--- src/rtl/pc_fetch.sv ---
// pc_fetch: owns the PC, fetches from instruction memory and fills the IF/ID register,
// with delay-slot redirects, a one-entry stall hold buffer and misaligned-fetch bubbles.
module pc_fetch #(
  parameter logic [31:0] RESET_PC = 32'h0000_3000,
  parameter logic [31:0] NOP_WORD = 32'h0000_0000
) (
  input  logic        clk,
  input  logic        reset,
  input  logic        stall,
  input  logic        flush,
  input  logic        redirect,
  input  logic [31:0] next_pc,
  output logic        imem_req,
  output logic [31:0] imem_addr,
  input  logic        imem_ready,
  input  logic [31:0] imem_rdata,
  output logic [31:0] pc,
  output logic [31:0] if_id_pc,
  output logic [31:0] if_id_instr,
  output logic        if_id_valid,
  output logic        if_id_exc_adel
);
  typedef enum logic [1:0] {FETCH, HOLD, ERR} state_t;
  state_t state_q, state_d;
  logic [31:0] pc_q, pc_d, pend_pc_q, pend_pc_d, hold_pc_q, hold_pc_d, hold_instr_q, hold_instr_d;
  logic [31:0] if_id_pc_q, if_id_pc_d, if_id_instr_q, if_id_instr_d, ld_pc, ld_instr, tgt;
  logic        pend_valid_q, pend_valid_d, if_id_valid_q, if_id_valid_d, if_id_exc_q, if_id_exc_d;
  logic        ld, ld_exc;
  assign imem_req       = state_q == FETCH && pc_q[1:0] == 2'b00;
  assign imem_addr      = pc_q;
  assign pc             = pc_q;
  assign if_id_pc       = if_id_pc_q;
  assign if_id_instr    = if_id_instr_q;
  assign if_id_valid    = if_id_valid_q;
  assign if_id_exc_adel = if_id_exc_q;
  assign tgt = redirect ? next_pc : pend_valid_q ? pend_pc_q : pc_q + 32'd4;
  always_comb begin
    state_d       = state_q;
    pc_d          = pc_q;
    pend_pc_d     = pend_pc_q;
    pend_valid_d  = pend_valid_q;
    hold_pc_d     = hold_pc_q;
    hold_instr_d  = hold_instr_q;
    if_id_pc_d    = if_id_pc_q;
    if_id_instr_d = if_id_instr_q;
    if_id_valid_d = if_id_valid_q;
    if_id_exc_d   = if_id_exc_q;
    ld            = 1'b0;
    ld_pc         = pc_q;
    ld_instr      = imem_rdata;
    ld_exc        = 1'b0;
    case (state_q)
      FETCH: begin
        if (pc_q[1:0] != 2'b00) begin
          state_d = ERR;
          if (redirect) begin
            pend_pc_d    = next_pc;
            pend_valid_d = 1'b1;
          end
        end else if (imem_ready) begin
          pc_d         = tgt;
          pend_valid_d = 1'b0;
          if (stall && !flush) begin
            hold_pc_d    = pc_q;
            hold_instr_d = imem_rdata;
            state_d      = HOLD;
          end else begin
            ld = 1'b1;
          end
        end else if (redirect) begin
          // the outstanding request is the delay slot; the target waits for it
          pend_pc_d    = next_pc;
          pend_valid_d = 1'b1;
        end
      end
      HOLD: begin
        if (redirect) pc_d = next_pc;
        if (flush || !stall) state_d = FETCH;
        ld       = !stall;
        ld_pc    = hold_pc_q;
        ld_instr = hold_instr_q;
      end
      ERR: begin
        ld       = !stall;
        ld_instr = NOP_WORD;
        ld_exc   = 1'b1;
        if (redirect) begin
          pc_d         = next_pc;
          pend_valid_d = 1'b0;
          state_d      = FETCH;
        end
      end
      default: state_d = FETCH;
    endcase
    if (flush) begin
      if_id_valid_d = 1'b0;
      if_id_instr_d = NOP_WORD;
      if_id_exc_d   = 1'b0;
    end else if (ld) begin
      if_id_valid_d = 1'b1;
      if_id_pc_d    = ld_pc;
      if_id_instr_d = ld_instr;
      if_id_exc_d   = ld_exc;
    end else if (!stall) begin
      if_id_valid_d = 1'b0;
      if_id_instr_d = NOP_WORD;
      if_id_exc_d   = 1'b0;
    end
  end
  always_ff @(posedge clk or posedge reset) begin
    if (reset) begin
      state_q       <= FETCH;
      pc_q          <= RESET_PC;
      pend_pc_q     <= '0;
      pend_valid_q  <= 1'b0;
      hold_pc_q     <= '0;
      hold_instr_q  <= '0;
      if_id_pc_q    <= '0;
      if_id_instr_q <= NOP_WORD;
      if_id_valid_q <= 1'b0;
      if_id_exc_q   <= 1'b0;
    end else begin
      state_q       <= state_d;
      pc_q          <= pc_d;
      pend_pc_q     <= pend_pc_d;
      pend_valid_q  <= pend_valid_d;
      hold_pc_q     <= hold_pc_d;
      hold_instr_q  <= hold_instr_d;
      if_id_pc_q    <= if_id_pc_d;
      if_id_instr_q <= if_id_instr_d;
      if_id_valid_q <= if_id_valid_d;
      if_id_exc_q   <= if_id_exc_d;
    end
  end
endmodule

--- config.mk ---
export PLATFORM = sky130hd
export DESIGN_NAME = pc_fetch
export DESIGN_NICKNAME = d
export VERILOG_FILES = /design/src/rtl/pc_fetch.sv
export SDC_FILE = /design/constraint.sdc
export NUM_CORES = 1
export LEC_CHECK = 0
export BUFFER_PORTS_ARGS = -buffer_cell sky130_fd_sc_hd__clkbuf_2
export CORE_MARGIN = 8
export CORE_UTILIZATION = 50
export DETAILED_ROUTE_END_ITERATION = 10
export PLACE_DENSITY_LB_ADDON = 0.2
export SKIP_CTS_REPAIR_TIMING = 1
export SYNTH_ARGS = -nofsm -noshare
export SYNTH_HDL_FRONTEND = slang
export SYNTH_SLANG_ARGS = --single-unit
--- constraint.sdc ---
create_clock -name clk -period 13.87 [get_ports clk]
set_input_delay 2.774 -clock clk [delete_from_list [all_inputs] [get_ports clk]]
set_output_delay 2.774 -clock clk [all_outputs]
set_load 0.005 [all_outputs]
==> impl_metrics.py, run 1 <==
metrics = {
    "status": {
        "status": "finished clean",
    },
    "logic_synthesis": {
        "synth_xor_area_share_pct": 1.67,
        "ys_seq_area_share_pct": 52.4,
        "syn_inst": 873,
        "synth_top_flop_cell": "dfrtp_1",
        "muxShareOfSynthArea_pct": 14.6,
        "syn_avg_cell_area_sq_um": 10.8,
        "yosysTopAreaCellShare_pct": 51.8,
        "yosysMostFrequentCell": "dfrtp_1",
        "yosys.area_share.simple_pct": 11.0,
        "yosysWarnings": 0,
        "synth_compound_area_share_pct": 13.3,
        "synth-async-reset-ratio_pct": 100,
        "synth_top_family_by_area": "multiplexers",
        "syn_nets": 948,
        "synth_fa_ha_area_share_pct": 0.664,
        "synth_cell_types": 60,
        "synth-seq-cells": 197,
        "syn_area_sq_mm": 0.00942,
        "yosysTopAreaCell": "dfrtp_1",
        "synth_common_cells": "dfrtp_1 (195), nand2_1 (111), o21ai_0 (94)",
        "yosys-top-cells-area": "dfrtp_1 (52%), mux2_2 (11%), o21ai_0 (5.0%)",
        "synth_edf_count": 0,
    },
    "sta": {
        "fmax_ghz": 0.225,
        "holdWs_ps": 478,
        "finalSetupTns_ps": 0,
        "finalCritPeriodShare_pct": 32.1,
        "drv_slew": 0,
        "worst_pin_slew_ps": 1150,
        "skew_ps": 11.7,
        "setup_viol": 0,
        "period_minus_slack_ps": 4450,
        "max_slew_margin_pct": 23.4,
        "grt_setup_unrepaired": "false",
        "worst_slack_ps": 9420,
        "hold_viol_final": 0,
    },
    "clocking": {
        "cts.sink_count": 197,
        "root_buffer": "clkbuf_16",
        "clk_path_buf_depth": 2,
        "clk_latency_ps": 430,
        "clk_pin_slew_worst_paths_ps": 60,
        "cts_htree_levels": 4,
        "cts_buffers": 17,
        "cts_tree": "built",
    },
    "final_layout": {
        "multi_input_area_sq_mm": 0.00392,
        "seqCellArea_sq_mm": 0.00493,
        "diodes": 0,
        "drive_gt1_share_pct": 34.4,
        "nets": 1080,
        "area_delta_synth_final_pct": 15.8,
        "fill_cells": 1617,
    },
    "critical_path": {
        "end_kind": "register",
        "cp_num_buf_inv": 2,
        "required_ps": 14150,
        "cp_max_fo": 59,
        "start_kind": "primary input",
        "reg2reg_depth": 7,
        "critPathArrivalTime_ps": 4730,
        "crit_path_max_incr_delay_ps": 700,
        "cp_slowest_cell": "o21ai_4",
        "path_cells": "clkbuf_2, and4bb_2, o21ai_4, buf_4, o21ai_0",
        "crit_cells": 5,
        "cp_top_family": "compound AO/OA/AOI/OAI gates",
        "crit_type": "in -> reg",
    },
    "global_routing": {
        "grt_max_degree": 132,
        "first_global_vias": 7090,
        "overflow": 0,
        "grt_pass1_wl_um": 39100,
        "grt_usage_pct": 20.6,
        "antenna_found_initial": 1,
    },
    "flow_run": {
        "maxCapViolations": 0,
    },
    "floorplanning": {
        "core_area_sq_mm": 0.0186,
        "rows": 50,
        "initial_utilization_pct": 50.7,
        "dieArea_sq_mm": 0.0235,
        "die_y_um": 153,
        "ioPinCount": 201,
        "dieWidth_um": 153,
    },
    "pwr": {
        "peakVddDrop_v": 0.0000948,
        "p_per_area_mw_per_mm2": 211,
        "power.leakage_nw": 5.13,
    },
    "route": {
        "drtPass1Iterations": 6,
        "vias": 6982,
        "ant_nets": 0,
        "viasPerCell": 5.58,
        "wl_um": 24100,
        "drc": 0,
        "drt_iter0_markers": 395,
        "wire_per_inst_um": 19.2,
    },
    "worst_hold_path": {
        "holdPathStages": 2,
        "hp-class": "reg -> reg",
    },
    "placement": {
        "hpwl_um": 16100,
        "place_ws_ps": 8980,
        "io_buffers": 200,
        "gp_congestion": 0.800,
    },
}
==> path summary, 6_finish.rpt <==
| kind | from | slack, ps | to |
|---|---|---|---|
| worst max-delay path | imem_ready | 9420 | if_id_pc[9] |
| worst min-delay path | if_id_pc[17] | 480 | if_id_pc[17] |
| worst max register to register | state_q[0] | 11040 | imem_addr[22] |
| worst min register to register | if_id_pc[17] | 480 | if_id_pc[17] |
| max in group asynchronous | reset | 9900 | imem_addr[31] |
| min in group asynchronous | reset | 2550 | if_id_instr[1] |
==> worst min-delay path: cells and delay by family (launching register included) <==
kind | cells | cell delay [ps]
DFF | 1 | 340
AOI/OAI and AO/OA | 1 | 60
and+or+nand+nor | 1 | 40
==> logic make-up after synthesis <==
| family | count (synthesis) |
|---|---|
| fa+ha+maj | 5 |
| buf+inv | 113 |
| xor+xnor | 18 |
| compound gates | 206 |
| flops | 197 |
| mux | 126 |
| simple gates | 208 |
==> per-stage QoR <==
| step | cells | utilization [%] | power, W | cell area [sq um] |
|---|---|---|---|---|
| finish | 1251 | 58.7 | 0.00230 | 10900 |
| global route | 1251 | 58.7 | 0.00246 | 10900 |
| CTS | 1251 | 58.7 | 0.00232 | 10900 |
| detailed placement | 1220 | 55.3 | 0.00179 | 10300 |
| global placement | 1220 | 55.3 | 0.00177 | 10300 |
| floorplan | 873 | - | 0.00152 | 9420 |
==> metal layers <==
metal	GRT usage [%]	wire (um)	part of all wire, %
met2	32.8	11300	47
met3	4.29	1270	5.3
met1	28.1	11200	47
met4	5.75	248	1.0
met5	0	13	0.054
==> registers in the layout (all words and copies together), names as in the netlist <==
signal / cells
imem_addr: 32
if_id_valid: 1
pend_pc_q: 32
if_id_pc: 32
hold_instr_q: 32
state_q: 2
pend_valid_q: 1
if_id_exc_adel: 1
hold_pc_q: 32
if_id_instr: 32
==> cell usage in the layout (no fill, tap or decap), types with 4 or more instances in the layout <==
cell type / count
clkbuf_2: 200
dfrtp_1: 195
nand2_1: 110
o21ai_0: 94
mux2_2: 89
mux2i_1: 37
a22oi_1: 34
a21oi_1: 27
nand3_1: 24
nor2_1: 21
inv_1: 17
clkbuf_16: 17
xnor2_1: 14
a31oi_1: 12
and3_1: 10
nor3_1: 8
buf_4: 8
o211ai_1: 7
o31ai_1: 6
a22o_1: 5
xor2_1: 4
and2_1: 4
ha_1: 4
bufinv_16: 4
==> where the power goes <==
group	internal, W	switching, W
Clock	0.000316	0.000209
Sequential	0.000795	0.000214
Combinational	0.000363	0.000404
==> final cells by class <==
type                    instances  share of cell area [%]
flip-flops and latches        197                    45.2
multi-input cells             563                    35.9
repair buffers                208                    9.73
clock buffers                  23                    4.38
well taps                     234                    2.69
clock inverters                 8                    1.35
inverters                      18                   0.689
No activity file was read; power rests on OpenSTA's default activity.
==> run 2, diff against run 1 <==
==> constraint.sdc (replaced) <==
create_clock -name clk -period 4.4 [get_ports clk]
set_input_delay 0.88 -clock clk [delete_from_list [all_inputs] [get_ports clk]]
set_output_delay 0.88 -clock clk [all_outputs]
set_load 0.005 [all_outputs]
==> impl_metrics.py, run 2 (synthesis results as in run 1) <==
metrics = {
    "floorplanning": {
        "die_y_um": 153,
        "dieWidth_um": 153,
        "initial_utilization_pct": 50.7,
        "rows": 50,
        "ioPinCount": 201,
        "dieArea_sq_mm": 0.0235,
        "core_area_sq_mm": 0.0186,
    },
    "final_layout": {
        "area_delta_synth_final_pct": 15.4,
        "final_common_cell": "clkbuf_2",
        "diodes": 0,
        "final_cell_mix": "clkbuf_2 (200), dfrtp_1 (195), nand2_1 (110)",
        "nets": 1085,
        "drive_gt1_share_pct": 34.2,
    },
    "sta": {
        "fmax_ghz": 0.373,
        "finalSetupTns_ps": 0,
        "finalCritPeriodShare_pct": 61.0,
        "hold_viol_final": 0,
        "skew_ps": 12.5,
        "grt_setup_unrepaired": "false",
        "worst_pin_slew_ps": 1200,
        "worst_slack_ps": 1720,
        "period_minus_slack_ps": 2680,
        "setup_viol": 0,
        "max_slew_margin_pct": 20.1,
        "drv_slew": 0,
    },
    "route": {
        "drtPass1Iterations": 4,
        "drt_iter0_markers": 366,
        "ant_nets": 0,
        "viasPerCell": 5.57,
        "wire_per_inst_um": 18.9,
        "vias": 6999,
        "wl_um": 23800,
        "drc": 0,
    },
    "critical_path": {
        "start_kind": "register",
        "crit_type": "reg -> reg",
        "end_kind": "register",
        "required_ps": 4730,
        "cp_max_fo": 16,
        "critPathArrivalTime_ps": 3010,
    },
    "clocking": {
        "clk_latency_ps": 430,
        "cts_tree": "built",
        "clk_path_buf_depth": 2,
        "root_buffer": "clkbuf_16",
        "cts.sink_count": 197,
        "cts_buffers": 17,
        "cts_htree_levels": 4,
        "clk_pin_slew_worst_paths_ps": 70,
    },
    "global_routing": {
        "first_global_vias": 6991,
        "grt_usage_pct": 20.6,
        "grt_pass1_wl_um": 39000,
        "grt_max_degree": 113,
        "overflow": 0,
        "antenna_found_initial": 1,
    },
    "placement": {
        "gp_congestion": 0.839,
        "place_ws_ps": 1610,
        "hpwl_um": 16100,
        "io_buffers": 200,
    },
    "pwr": {
        "p_per_area_mw_per_mm2": 650,
        "peakVddDrop_v": 0.000315,
        "power.leakage_nw": 5.10,
    },
    "worst_hold_path": {
        "hp-class": "in -> async",
    },
    "flow_run": {
        "maxCapViolations": 0,
    },
    "status": {
        "status": "finished clean",
    },
}
run 2: report_power, final:
group / total (W) / switching (W) / internal [W]
clock: 0.00146 / 0.000647 / 0.000812
combinational: 0.00242 / 0.00126 / 0.00115
sequential: 0.00318 / 0.000673 / 0.00251
run 2: cell type report:
cell class	count	area, sq um
Tap cell	234	293
Clock inverter	4	50.0
Timing Repair Buffer	213	1110
Sequential cell	197	4930
Multi-Input combinational cell	563	3920
Fill cell	1623	7720
Inverter	18	71.3
Clock buffer	28	487
run 2: worst paths after layout:
check	from	end	slack (ps)	cells past startpoint
hold / removal	reset	if_id_instr[5]	330	2
min in group clk	if_id_instr[5]	if_id_instr[5]	480	2
max in group asynchronous	reset	hold_instr_q[26]	3250	3
hold reg to reg	if_id_instr[5]	if_id_instr[5]	480	2
setup reg to reg	state_q[0]	imem_addr[22]	1720	7
setup / recovery	state_q[0]	imem_addr[22]	1720	7
run 2: critical path, cell delays in order, from the launching register on:
cell and delay, ps:
dfrtp_1 400, inv_1 100, ha_1 420, nor2_1 440
buf_4 330, nand2_1 350, a221o_1 370, o21ai_0 180
run 2: routing by layer:
layer	GRT usage [%]	vias to the layer above	part of all wire, %
met5	0	-	0.055
met4	5.37	2	1.2
met3	4.82	21	5.8
met2	32.9	197	47
met1	27.7	3463	46
li1	-	3316	-
run 2: metrics by stage:
step	util [%]	total power (W)	cell area, sq um	hold WS [ps]	std cells
6_report	58.5	0.00706	10900	329	1257
5_1_grt	58.5	0.00756	10900	331	1257
4_1_cts	58.5	0.00713	10900	315	1257
3_5_place_dp	55.6	0.00567	10300	467	1225
3_3_place_gp	55.6	0.00557	10300	461	1225
2_1_floorplan	-	0.00480	9420	450	873
